$ cat config.mk
export PLATFORM = sky130hd
export DESIGN_NAME = mem_port_arb
export DESIGN_NICKNAME = d
export VERILOG_FILES = /design/src/rtl/mem_port_arb.sv
export SDC_FILE = /design/constraint.sdc
export NUM_CORES = 1
export LEC_CHECK = 0
export ABC_CLOCK_PERIOD_IN_PS = 4200
export CAP_MARGIN = 20
export CORE_MARGIN = 1.5
export CORE_UTILIZATION = 35
export CTS_BUF_LIST = sky130_fd_sc_hd__clkbuf_16
export CTS_CLUSTER_SIZE = 8
export DETAILED_ROUTE_END_ITERATION = 8
export PLACE_DENSITY = 0.74
export SLEW_MARGIN = 20
export SYNTH_ARGS = -nofsm -noshare
export SYNTH_HDL_FRONTEND = slang
export SYNTH_SLANG_ARGS = --single-unit
$ cat constraint.sdc
create_clock -name iw_clk -period 4.2 [get_ports iw_clk]
set_input_delay 0.42 -clock iw_clk [delete_from_list [all_inputs] [get_ports iw_clk]]
set_output_delay 0.42 -clock iw_clk [all_outputs]
set_load 0.05 [all_outputs]
$ cat src/rtl/mem_port_arb.sv
// mem_port_arb
//   Owns the port-multiplex bit (mp) of the dual-port data memory and schedules the
//   pipeline MA/MO access and a secondary DMA/debug requester onto it. The address
//   of the access granted in cycle N is registered into port ~mp, which becomes the
//   data port in N+1, so every granted access completes exactly one cycle later.
//   The pipeline has priority. After STARVE_MAX consecutive DMA denials, the DMA is
//   forced through and the pipeline is stalled for one cycle.
//
// Optional feature: define MEM_ARB_STATS_EN to add the saturating statistics counters
//   ow_stat_dma_cnt (DMA grants) and ow_stat_force_cnt (forced pipeline stalls).
//
// Ports
//   iw_clk, iw_rst                   clock, asynchronous active-high reset
//   iw_pl_*                          pipeline request (req/we/addr/wdata)
//   ow_pl_stall                      pipeline must hold MA this cycle
//   ow_pl_rvalid, ow_pl_rdata        pipeline load data (data phase)
//   iw_dma_*                         DMA request, held until granted
//   ow_dma_gnt                       DMA request accepted this cycle
//   ow_dma_rvalid, ow_dma_rdata      DMA load data (data phase)
//   ow_mem_mp                        port used for the data phase this cycle
//   ow_mem_addr_0, ow_mem_addr_1     registered port addresses
//   ow_mem_we, ow_mem_wdata          write strobe/data on port ow_mem_mp
//   iw_mem_rdata                     read data from port ow_mem_mp
//   ow_stat_dma_cnt, ow_stat_force_cnt   statistics (MEM_ARB_STATS_EN only)

module mem_port_arb #(
    parameter int ADDR_W     = 24,
    parameter int DATA_W     = 24,
    parameter int STARVE_MAX = 8,
    parameter int CNT_W      = 4
) (
    input  logic              iw_clk,
    input  logic              iw_rst,
    input  logic              iw_pl_req,
    input  logic              iw_pl_we,
    input  logic [ADDR_W-1:0] iw_pl_addr,
    input  logic [DATA_W-1:0] iw_pl_wdata,
    output logic              ow_pl_stall,
    output logic              ow_pl_rvalid,
    output logic [DATA_W-1:0] ow_pl_rdata,
    input  logic              iw_dma_req,
    input  logic              iw_dma_we,
    input  logic [ADDR_W-1:0] iw_dma_addr,
    input  logic [DATA_W-1:0] iw_dma_wdata,
    output logic              ow_dma_gnt,
    output logic              ow_dma_rvalid,
    output logic [DATA_W-1:0] ow_dma_rdata,
    output logic              ow_mem_mp,
    output logic [ADDR_W-1:0] ow_mem_addr_0,
    output logic [ADDR_W-1:0] ow_mem_addr_1,
    output logic              ow_mem_we,
    output logic [DATA_W-1:0] ow_mem_wdata,
`ifdef MEM_ARB_STATS_EN
    output logic [15:0]       ow_stat_dma_cnt,
    output logic [15:0]       ow_stat_force_cnt,
`endif
    input  logic [DATA_W-1:0] iw_mem_rdata
);

    localparam logic [CNT_W-1:0] STARVE_LIM = CNT_W'(STARVE_MAX);

    logic              mp_q, mp_d;
    logic [ADDR_W-1:0] addr_0_q, addr_0_d;
    logic [ADDR_W-1:0] addr_1_q, addr_1_d;
    logic [CNT_W-1:0]  cnt_q, cnt_d;
    logic              valid_q, valid_d;
    logic              owner_q, owner_d;     // 1 = DMA owns the data phase
    logic              we_q, we_d;
    logic [DATA_W-1:0] wdata_q, wdata_d;

    logic              starved;
    logic              dma_gnt;
    logic              pl_gnt;
    logic              any_gnt;
    logic [ADDR_W-1:0] acc_addr;
    logic              acc_we;
    logic [DATA_W-1:0] acc_wdata;

    // Arbitration and next-state
    always_comb begin
        starved   = (cnt_q == STARVE_LIM);
        // Arbitration is held off while in reset so every output reads 0 there.
        dma_gnt   = !iw_rst && iw_dma_req && (!iw_pl_req || starved);
        pl_gnt    = !iw_rst && iw_pl_req && !dma_gnt;
        any_gnt   = dma_gnt || pl_gnt;
        acc_addr  = dma_gnt ? iw_dma_addr  : iw_pl_addr;
        acc_we    = dma_gnt ? iw_dma_we    : iw_pl_we;
        acc_wdata = dma_gnt ? iw_dma_wdata : iw_pl_wdata;

        mp_d     = ~mp_q;
        addr_0_d = addr_0_q;
        addr_1_d = addr_1_q;
        // The granted address goes to the port that becomes the data port next cycle.
        if (any_gnt) begin
            if (mp_q) begin
                addr_0_d = acc_addr;
            end else begin
                addr_1_d = acc_addr;
            end
        end

        valid_d = any_gnt;
        owner_d = dma_gnt;
        we_d    = any_gnt && acc_we;
        wdata_d = (any_gnt && acc_we) ? acc_wdata : '0;

        if (!iw_dma_req || dma_gnt) begin
            cnt_d = '0;
        end else if (!starved) begin
            cnt_d = cnt_q + 1'b1;
        end else begin
            cnt_d = cnt_q;
        end
    end

    always_ff @(posedge iw_clk or posedge iw_rst) begin
        if (iw_rst) begin
            mp_q     <= 1'b0;
            addr_0_q <= '0;
            addr_1_q <= '0;
            cnt_q    <= '0;
            valid_q  <= 1'b0;
            owner_q  <= 1'b0;
            we_q     <= 1'b0;
            wdata_q  <= '0;
        end else begin
            mp_q     <= mp_d;
            addr_0_q <= addr_0_d;
            addr_1_q <= addr_1_d;
            cnt_q    <= cnt_d;
            valid_q  <= valid_d;
            owner_q  <= owner_d;
            we_q     <= we_d;
            wdata_q  <= wdata_d;
        end
    end

    // Data phase outputs; read data is gated so idle cycles present zeros.
    always_comb begin
        ow_pl_stall   = !iw_rst && iw_pl_req && dma_gnt;
        ow_dma_gnt    = dma_gnt;
        ow_mem_mp     = mp_q;
        ow_mem_addr_0 = addr_0_q;
        ow_mem_addr_1 = addr_1_q;
        ow_mem_we     = valid_q && we_q;
        ow_mem_wdata  = ow_mem_we ? wdata_q : '0;
        ow_pl_rvalid  = valid_q && !we_q && !owner_q;
        ow_dma_rvalid = valid_q && !we_q && owner_q;
        ow_pl_rdata   = ow_pl_rvalid  ? iw_mem_rdata : '0;
        ow_dma_rdata  = ow_dma_rvalid ? iw_mem_rdata : '0;
    end

`ifdef MEM_ARB_STATS_EN
    logic [15:0] stat_dma_q, stat_dma_d;
    logic [15:0] stat_force_q, stat_force_d;

    always_comb begin
        stat_dma_d   = stat_dma_q;
        stat_force_d = stat_force_q;
        if (dma_gnt && stat_dma_q != 16'hFFFF) begin
            stat_dma_d = stat_dma_q + 16'd1;
        end
        if (dma_gnt && iw_pl_req && stat_force_q != 16'hFFFF) begin
            stat_force_d = stat_force_q + 16'd1;
        end
    end

    always_ff @(posedge iw_clk or posedge iw_rst) begin
        if (iw_rst) begin
            stat_dma_q   <= '0;
            stat_force_q <= '0;
        end else begin
            stat_dma_q   <= stat_dma_d;
            stat_force_q <= stat_force_d;
        end
    end

    assign ow_stat_dma_cnt   = stat_dma_q;
    assign ow_stat_force_cnt = stat_force_q;
`endif

endmodule

# After elaboration in Yosys (flattened, before gate mapping)
# Index checks and enable logic that the tools add are counted.
# word_totals
wordCells	42
output_inout_bits	126
in_bits	126
reg_bits	80
# classes
mux	9
reduce_logical	21
n_bitwise	1
addsub	1
eq_ne	2
# op_table
op	count
$mux W24	6
$logic_and A1 B1 Y1	10
$mux W4	2
$logic_not A1 Y1	6
$add A4 B1 Y4 const B	1
$eq A4 B4 Y1 const B	1
$reduce_and A2 Y1	2
$logic_or A1 B1 Y1	3
$ne A2 B1 Y1 const B	1
$mux W1	1
$not A1 Y1	1

# Depth between registers and ports, before layout
# Gate-level depths: netlist of run 1.
# logic_depth
word_depth	8
ltp_mapped	7
ltp_nobuf	5

# Worst setup path after synthesis of run 1
# OpenSTA, ideal clock, no wires.
# synth_path
kind	in2reg
startpoint	input iw_rst
endpoint	register addr_0_q[1] (netlist: ow_mem_addr_0[1])
setup_ns	0.090
cell_stages	4
slack_ns	0.309
arrival_time_ns	3.800
path_buffers	1
path_cell_list	inv_1 > clkbuf_1 > o2111ai_1 > a31oi_1
# synth_via
elab_chain_cells	7
elab_cells_between_ends	9
cone_classes	mux (1); reduce/logical (8)
# synth_rtl
item	line	source
start: declaration	33	input logic iw_rst,
$logic_not A1 Y1 *	83, 84	
$logic_and A1 B1 Y1 (2 in a row)	83	dma_gnt = !iw_rst && iw_dma_req && (!iw_pl_req || starved);
$logic_not A1 Y1	84	pl_gnt = !iw_rst && iw_pl_req && !dma_gnt;
$logic_and A1 B1 Y1	84	
$logic_or A1 B1 Y1	85	any_gnt = dma_gnt || pl_gnt;
$reduce_and A2 Y1 (no source line)	-	
end signal: assignment	128	addr_0_q <= addr_0_d;
end: declaration	63	logic [ADDR_W-1:0] addr_0_q, addr_0_d;
# Every way passes the cells marked *; elsewhere a longest branch is shown, timed or not.
# A chain may end at the register's enable or synchronous reset.

# Worst setup path in the final report of run 1
# layout_path
startpoint	register valid_q
endpoint	output ow_pl_rdata[4]
# layout_via
elab_chain_cells	3
# layout_rtl
item	line	source
start: declaration	66	logic valid_q, valid_d;
start signal: assignment	131	valid_q <= valid_d;
$logic_and A1 B1 Y1 (2 in a row)	147	ow_pl_rvalid = valid_q && !we_q && !owner_q;
$mux W24	149	ow_pl_rdata = ow_pl_rvalid ? iw_mem_rdata : '0;
end: declaration	40	output logic [DATA_W-1:0] ow_pl_rdata,
# No other way between the ends.

==> results of run 1 <==
==> through the flow <==
stage | hold WS, ns | utilization (%) | area [µm²]
4_1_cts | 0.552 | 58.5 | 7350
2_1_floorplan | 0.557 | - | 4490
3_3_place_gp | 0.526 | 56.1 | 7050
6_report | 0.544 | 58.5 | 7350
3_5_place_dp | 0.537 | 56.1 | 7050
5_1_grt | 0.579 | 58.5 | 7350
==> per-layer routing <==
layer / track usage (%) / vias to the layer above / part of all wire [%]
li1: - / 2210 / -
met1: 26.2 / 2272 / 37
met2: 41.3 / 256 / 48
met3: 8.93 / 36 / 12
met4: 11.3 / 0 / 3.3
met5: 0 / - / 0
==> cells by family (layout without fill, tap and decap cells) <==
logic type / after synthesis / count (layout) / synth area share (%)
fa+ha+maj: 2 / 2 / 0.557
xor+xnor: 3 / 3 / 0.585
flops: 80 / 80 / 44.6
buf+inv: 63 / 283 / 6.93
simple gates: 160 / 160 / 19.9
mux: 26 / 26 / 5.79
compound gates: 146 / 146 / 21.7
other cells: 0 / 1 / 0
==> power by group through the flow <==
stage          Sequential [µW]  Combinational (µW)  Clock (µW)
5_1_grt                    911                 875         831
4_1_cts                    901                 833         798
6_report                   900                 831         778
2_1_floorplan             1130                 261           0
3_5_place_dp               912                 831           0
3_3_place_gp               909                 823           0
==> sequential cells by signal, indices dropped and copies added (netlist names) <==
register and flops:
ow_mem_mp 1, valid_q 1, we_q 1, wdata_q 24, owner_q 1, cnt_q 4
ow_mem_addr_1 24, ow_mem_addr_0 24
==> placed cells by master, fill, tap and decap left out, drive strengths merged, types with 2 or more instances in the layout <==
master,n
nand2,26
a31oi,48
clkdlybuf4s50,249
nor3b,4
ha,2
and2,51
and3b,2
clkbuf,9
a21oi,49
a2bb2oi,24
xnor2,2
buf,13
mux2i,26
and3,24
clkinv,5
o2111ai,24
inv,5
nand3,49
dfrtp,80
==> final timing paths <==
path	cells past startpoint	start	slack (ns)	end
worst max-delay path	3	valid_q$_DFF_PP0_	0.81	ow_pl_rdata[4]
worst min-delay path	2	ow_mem_addr_0[21]$_DFFE_PP0P_	0.54	ow_mem_addr_0[21]$_DFFE_PP0P_
worst max register to register	5	cnt_q[0]$_DFFE_PP0P_	2.06	ow_mem_addr_0[10]$_DFFE_PP0P_
worst min register to register	2	ow_mem_addr_0[21]$_DFFE_PP0P_	0.54	ow_mem_addr_0[21]$_DFFE_PP0P_
max in group asynchronous	3	iw_rst	2.64	wdata_q[8]$_DFF_PP0_
min in group asynchronous	2	iw_rst	0.69	ow_mem_addr_0[23]$_DFFE_PP0P_
==> synthesized netlist by cell type, drive strengths merged <==
| cell type | count | area, µm² |
|---|---|---|
| a21oi | 49 | 245 |
| a2bb2oi | 24 | 210 |
| a31oi | 48 | 300 |
| and2 | 51 | 319 |
| and3 | 24 | 150 |
| and3b | 2 | 17.5 |
| buf | 29 | 184 |
| clkbuf | 29 | 109 |
| clkinv | 1 | 3.75 |
| dfrtp | 80 | 2000 |
| ha | 2 | 25.0 |
| inv | 4 | 15.0 |
| mux2i | 26 | 260 |
| nand2 | 26 | 97.6 |
| nand2b | 1 | 6.26 |
| nand3 | 49 | 245 |
| nand3b | 1 | 7.51 |
| nor3 | 1 | 5.00 |
| nor3b | 4 | 35.0 |
| nor4b | 1 | 8.76 |
| o2111ai | 24 | 210 |
| o21ba | 1 | 10.0 |
| xnor2 | 2 | 17.5 |
| xor2 | 1 | 8.76 |
==> worst max-delay path, cell delays in order (launching register included) <==
cell                              delay, ns
sky130_fd_sc_hd__dfrtp_1               0.71
sky130_fd_sc_hd__nor3b_2               0.88
sky130_fd_sc_hd__and2_1                0.24
sky130_fd_sc_hd__clkdlybuf4s50_1       0.82
==> layout make-up <==
| class | instances | area [µm²] |
|---|---|---|
| multi-input combinational | 337 | 2200 |
| sequential | 80 | 2000 |
| clock inverter | 7 | 71.3 |
| timing repair buffer | 262 | 2620 |
| antenna | 1 | 2.50 |
| tap | 172 | 215 |
| clock buffer | 9 | 225 |
| fill | 1112 | 5220 |
| inverter | 5 | 21.3 |
==> Flow_metrics.wiki, run 1 <==
{| class="wikitable"
! Metric !! Value
|-
| Number of buffers added by the clock tree synthesis step || 9
|-
| Number of synthesized register bits || 80
|-
| I/O pin count || 252
|-
| Die X-Extent || 116 µm
|-
| Row Count || 41
|-
| Data arrival at the endpoint of the critical path || 2.97 ns
|-
| All-Layer GR Usage || 24.0%
|-
| Skew-Pair Late Insertion Delay || 0.33 ns
|-
| Hold-fix buffers at CTS || 0
|-
| Sequential cell fraction of total power || 35.9%
|-
| Post-DRT Antenna Nets || 0
|-
| Summed negative setup slack over all endpoints || 0 ns
|-
| Clock tree root driver cell || sky130_fd_sc_hd__clkbuf_16
|-
| Detailed-router iteration count before antenna repair || 4
|-
| Final critical path time including I/O delays and setup || 3.39 ns
|-
| Vias in the first global route || 4751
|-
| Initial antenna violation count || 1
|-
| Fraction of final layout cells with drive strength greater than 1 || 4.71%
|-
| Routability congestion estimate from global placement || 0.823
|-
| Sum of overflow across all layers after global routing || 0
|-
| Layout Skew || 0.00698 ns
|-
| Drt initial violations || 255
|-
| Clock transition time at the flip-flop clock pins of the worst setup and hold paths || 0.06 ns
|-
| Clock tree from TritonCTS || done
|-
| LEAKAGE || 0.00294 µW
|-
| Number of DRC violations after detailed routing || 0
|-
| Starting density of the core || 35.7%
|-
| Overall die area || 13500 µm²
|-
| Post-layout nets || 823
|-
| Number of instances resized during post-cts repair || 0
|-
| Half-perimeter wire length after placement || 11800 µm
|-
| Post-CTS Setup Repair Bufs || 0
|-
| TritonCTS sink count || 80
|-
| Required @ worst endpoint || 3.78 ns
|-
| Die extent in y || 116 µm
|-
| Routed WL || 16500 µm
|-
| Worst slack at placement || 1.17 ns
|-
| Number of port buffers || 251
|-
| PD cells || 341 nW/µm²
|-
| Routed wire per std cell || 18.9 µm
|-
| Post-layout worst setup margin || 0.807 ns
|-
| DR vias || 4774
|-
| Final number of max-transition violations || 0
|-
| Maximum number of buffers from clock root to sink || 2
|-
| Setup repair after global routing missed its margin || no
|-
| Syn Area/Cell || 9.36 µm²
|-
| Post-synthesis net count || 608
|-
| Number of synthesis warnings || 0
|-
| Global-route wire length before repair || 24900 µm
|-
| Placeable Area || 12600 µm²
|-
| Post-synthesis instance total || 480
|-
| Worst-case vdd ir drop || 186 µV
|-
| Crit path max fanout || 27
|-
| Number of placed instances with taps included || 856
|-
| Clock network fraction of total power || 31.0%
|-
| Class of the most critical setup path || reg -> out
|-
| Max H-tree Level || 3
|-
| Internal power contribution || 1630 µW
|-
| Maximum number of pins on one net before global-route repair || 78
|-
| Switching power share of the total || 35.0%
|-
| Launching element type of the critical path || flop
|-
| Critical Path End Type || output pin
|-
| Relative slew margins || 35.6%
|-
| Class of the tightest hold or removal check || reg -> reg
|-
| Area growth from synthesis to layout || 63.6%
|-
| Sequential share of the synthesized area || 44.6%
|-
| Final Hold Vio Count || 0
|-
| Outcome || completed
|-
| Upper clock frequency limit || 295 MHz
|-
| Post-layout power || 2510 µW
|-
| Actual slew at the worst max-slew pin || 0.963 ns
|-
| Final setup fails || 0
|-
| Post-DR vias/cell || 5.47
|-
| Total standard cell area after synthesis || 4490 µm²
|-
| Count of cell types in the netlist || 27
|-
| Share of power burned in combinational logic || 33.1%
|-
| Share of the clock period used by the worst path || 80.8%
|-
| Switching power of the nets || 878 µW
|-
| Max-cap check violation count || 0
|-
| Post-Layout Cell Count || 873
|}
Note: power is estimated with default switching activity, not from simulation.
==> run 2, diff against run 1 <==
--- a/config.mk
+++ b/config.mk
@@ -5,14 +5,14 @@
 export SDC_FILE = /design/constraint.sdc
 export NUM_CORES = 1
 export LEC_CHECK = 0
-export ABC_CLOCK_PERIOD_IN_PS = 4200
+export ABC_CLOCK_PERIOD_IN_PS = 2800
 export CAP_MARGIN = 20
 export CORE_MARGIN = 1.5
 export CORE_UTILIZATION = 35
 export CTS_BUF_LIST = sky130_fd_sc_hd__clkbuf_16
 export CTS_CLUSTER_SIZE = 8
 export DETAILED_ROUTE_END_ITERATION = 8
-export PLACE_DENSITY = 0.74
+export PLACE_DENSITY = 0.77
 export SLEW_MARGIN = 20
 export SYNTH_ARGS = -nofsm -noshare
 export SYNTH_HDL_FRONTEND = slang
==> constraint.sdc (replaced) <==
create_clock -name iw_clk -period 2.8 [get_ports iw_clk]
set_input_delay 0.28 -clock iw_clk [delete_from_list [all_inputs] [get_ports iw_clk]]
set_output_delay 0.28 -clock iw_clk [all_outputs]
set_load 0.05 [all_outputs]
==> run 2 against run 1 <==
Net effect:
- via count increased by 1.9%
- clock skew increased by 0.0012 ns
- routed wire length increased by 1.3%
- clock power increased by 48%
- global-route usage increased by 0.38 points
- critical path depth increased by 1
- design area increased by 3.7%
- die area unchanged
- first-iteration DRC count decreased by 4.3%
- worst hold slack got worse by 0.096 ns
- sequential power increased by 50%
- cell count increased by 1.1%
- largest power group unchanged
==> Flow_metrics.wiki, run 2 (synthesis gave the netlist of run 1 again) <==
{| class="wikitable"
! Metric !! Value
|-
| Setup repair after global routing missed its margin || no
|-
| Routed wl met3 || 1810 µm (-8.0%)
|-
| Routed WL || 16700 µm (+1.3%)
|-
| Global-route wire length before repair || 25100 µm (+0.80%)
|-
| Data arrival at the endpoint of the critical path || 2.19 ns (-0.78 ns)
|-
| Sequential cell fraction of total power || 35.5% (-0.4 points)
|-
| Maximum number of pins on one net before global-route repair || 59 (-24%)
|-
| Outcome || completed
|-
| Launch point of the worst reg-to-reg path || ow_mem_mp$_DFF_PP0_
|-
| Relative slew margins || 36.5% (+0.84 points)
|-
| Layout Skew || 0.00814 ns (+0.00116 ns)
|-
| # diodes || 0 (-1)
|-
| Summed negative setup slack over all endpoints || 0 ns (unchanged)
|-
| Critical path cell sequence || nor3b_2 > buf_4 > and2_1 > buf_12
|-
| All-Layer GR Usage || 24.4% (+0.38 points)
|-
| Switching power share of the total || 34.7% (-0.28 points)
|-
| PD cells || 500 nW/µm² (+46%)
|-
| Origin of the worst setup path || valid_q$_DFF_PP0_
|-
| Share of the clock period used by the worst path || 88.2%
|-
| Starting density of the core || 35.7% (unchanged)
|-
| I/O pin count || 252 (unchanged)
|-
| Skew-Pair Late Insertion Delay || 0.34 ns (about the same)
|-
| Final setup fails || 0 (unchanged)
|-
| Detailed-route wire length on metal 1 || 5860 µm (-2.5%)
|-
| Initial antenna violation count || 0 (-1)
|-
| LEAKAGE || 0.00317 µW (+7.9%)
|-
| Clock network fraction of total power || 30.2% (-0.8 points)
|-
| Number of placed instances with taps included || 867 (+1.3%)
|-
| Clock tree from TritonCTS || done
|-
| TritonCTS sink count || 80 (unchanged)
|-
| Internal power contribution || 2490 µW (+52%)
|-
| Hold-fix buffers at CTS || 0 (unchanged)
|-
| Post-DRT Antenna Nets || 0 (unchanged)
|-
| Number of DRC violations after detailed routing || 0 (unchanged)
|-
| Routed length on met2 || 8670 µm (+8.9%)
|-
| Final critical path time including I/O delays and setup || 2.47 ns
|-
| Most common library cell in the layout ignoring fill and taps || sky130_fd_sc_hd__clkdlybuf4s50_1
|-
| Crit path max fanout || 20 (-26%)
|-
| Routability congestion estimate from global placement || 0.821 (-0.24%)
|-
| Post-Layout Cell Count || 883 (+1.1%)
|-
| Delay contributed by the slowest stage of the critical path || 0.64 ns (-0.24 ns)
|-
| Max Used Layer || met4
|-
| Top library cells by usage in the layout, fill and taps aside || 199 x sky130_fd_sc_hd__clkdlybuf4s50_1, 80 x sky130_fd_sc_hd__dfrtp_1, 51 x sky130_fd_sc_hd__and2_1
|-
| Max H-tree Level || 3 (unchanged)
|-
| Number of instances resized during post-cts repair || 0 (unchanged)
|-
| Post-DR vias/cell || 5.51 (+0.73%)
|-
| Final number of max-transition violations || 0 (unchanged)
|-
| CP max stage cell || sky130_fd_sc_hd__dfrtp_1
|-
| Share of power burned in combinational logic || 34.3% (+1.2 points)
|-
| Half-perimeter wire length after placement || 12300 µm (+4.7%)
|-
| Sum of overflow across all layers after global routing || 0 (unchanged)
|-
| Class of the most critical setup path || reg -> out
|-
| Clock transition time at the flip-flop clock pins of the worst setup and hold paths || 0.06 ns (about the same)
|-
| Upper clock frequency limit || 405 MHz
|-
| Overall die area || 13500 µm² (unchanged)
|-
| Actual slew at the worst max-slew pin || 0.950 ns (-0.0125 ns)
|-
| DR vias || 4864 (+1.9%)
|-
| Maximum number of buffers from clock root to sink || 2 (unchanged)
|-
| Reg2reg path depth || 5 (unchanged)
|-
| Critical Path End Type || output pin
|-
| Switching power of the nets || 1320 µW (+51%)
|-
| Die extent in y || 116 µm (unchanged)
|-
| Clock tree root driver cell || sky130_fd_sc_hd__clkbuf_16
|-
| Fraction of final layout cells with drive strength greater than 1 || 12.9% (+8.2 points)
|-
| Launching element type of the critical path || flop
|-
| Post-CTS Setup Repair Bufs || 0 (unchanged)
|-
| Drt initial violations || 244 (-4.3%)
|-
| Vias in the first global route || 4893 (+3.0%)
|-
| Required @ worst endpoint || 2.52 ns (-1.26 ns)
|-
| Detailed-router iteration count before antenna repair || 5 (+1)
|-
| Worst-case vdd ir drop || 378 µV (+100%)
|-
| Die X-Extent || 116 µm (unchanged)
|-
| Placeable Area || 12600 µm² (unchanged)
|-
| Routed wire per std cell || 18.9 µm (+0.11%)
|-
| Worst slack at placement || 0.366 ns (-0.801 ns)
|-
| Post-layout nets || 834 (+1.3%)
|-
| Class of the tightest hold or removal check || in -> async
|-
| Number of buffers added by the clock tree synthesis step || 9 (unchanged)
|-
| Row Count || 41 (unchanged)
|-
| Number of port buffers || 251 (unchanged)
|-
| Final Hold Vio Count || 0 (unchanged)
|-
| Area growth from synthesis to layout || 69.6%
|-
| Max-cap check violation count || 0 (unchanged)
|-
| Post-layout worst setup margin || 0.330 ns (-0.477 ns)
|}
run 2: path summary, 6_finish.rpt:
kind | to | slack, ns
min in group iw_clk | wdata_q[12]$_DFF_PP0_ | 0.52
max in group asynchronous | wdata_q[3]$_DFF_PP0_ | 1.57
worst max register to register | ow_mem_addr_1[6]$_DFFE_PP0P_ | 0.77
worst min-delay path | ow_mem_addr_0[10]$_DFFE_PP0P_ | 0.45
worst max-delay path | ow_pl_rdata[9] | 0.33
worst min register to register | ow_mem_addr_0[22]$_DFFE_PP0P_ | 0.54
run 2: through the flow:
| stage | utilization (%) | power [µW] | instance area [µm²] | hold slack (ns) |
|---|---|---|---|---|
| 2_1_floorplan | - | 2080 | 4490 | 0.440 |
| 6_report | 60.6 | 3810 | 7620 | 0.448 |
| 3_3_place_gp | 58.4 | 2660 | 7330 | 0.530 |
| 4_1_cts | 60.6 | 3840 | 7620 | 0.461 |
| 5_1_grt | 60.6 | 3980 | 7620 | 0.483 |
| 3_5_place_dp | 58.4 | 2680 | 7330 | 0.536 |
run 2: area by class of cell:
type	instances	area (µm²)
clock buffer	9	225
clock inverter	7	62.6
fill	1053	4950
inverter	5	21.3
multi-input combinational	337	2200
sequential	80	2000
tap	172	215
timing repair buffer	273	2900
run 2: layer usage:
layer	up-vias	global-route usage, %
met4	0	9.76
met1	2342	24.5
met2	261	45.6
li1	2230	-
met5	-	0
met3	31	8.72
run 2: power groups by stage:
| stage | Combinational (µW) | Sequential [µW] | Clock (µW) |
|---|---|---|---|
| floorplan | 392 | 1690 | 0 |
| global placement | 1300 | 1370 | 0 |
| detailed placement | 1310 | 1370 | 0 |
| CTS | 1310 | 1350 | 1180 |
| global route | 1370 | 1360 | 1240 |
| finish | 1310 | 1350 | 1150 |
run 2: worst max-delay path, delay by kind of cell, from the launching register on:
kind	cells	cell delay (ns)
buffers and inverters	2	0.43
AND/OR/NAND/NOR	2	0.77
flip-flops	1	0.64
==> run 3, diff against run 2 <==
--- a/config.mk
+++ b/config.mk
@@ -13,7 +13,7 @@
 export CTS_CLUSTER_SIZE = 8
 export DETAILED_ROUTE_END_ITERATION = 8
 export PLACE_DENSITY = 0.77
-export SLEW_MARGIN = 20
+export SLEW_MARGIN = 30
 export SYNTH_ARGS = -nofsm -noshare
 export SYNTH_HDL_FRONTEND = slang
 export SYNTH_SLANG_ARGS = --single-unit
==> results of run 3 <==
Final layout, timing and power as in run 2 (identical DEF).
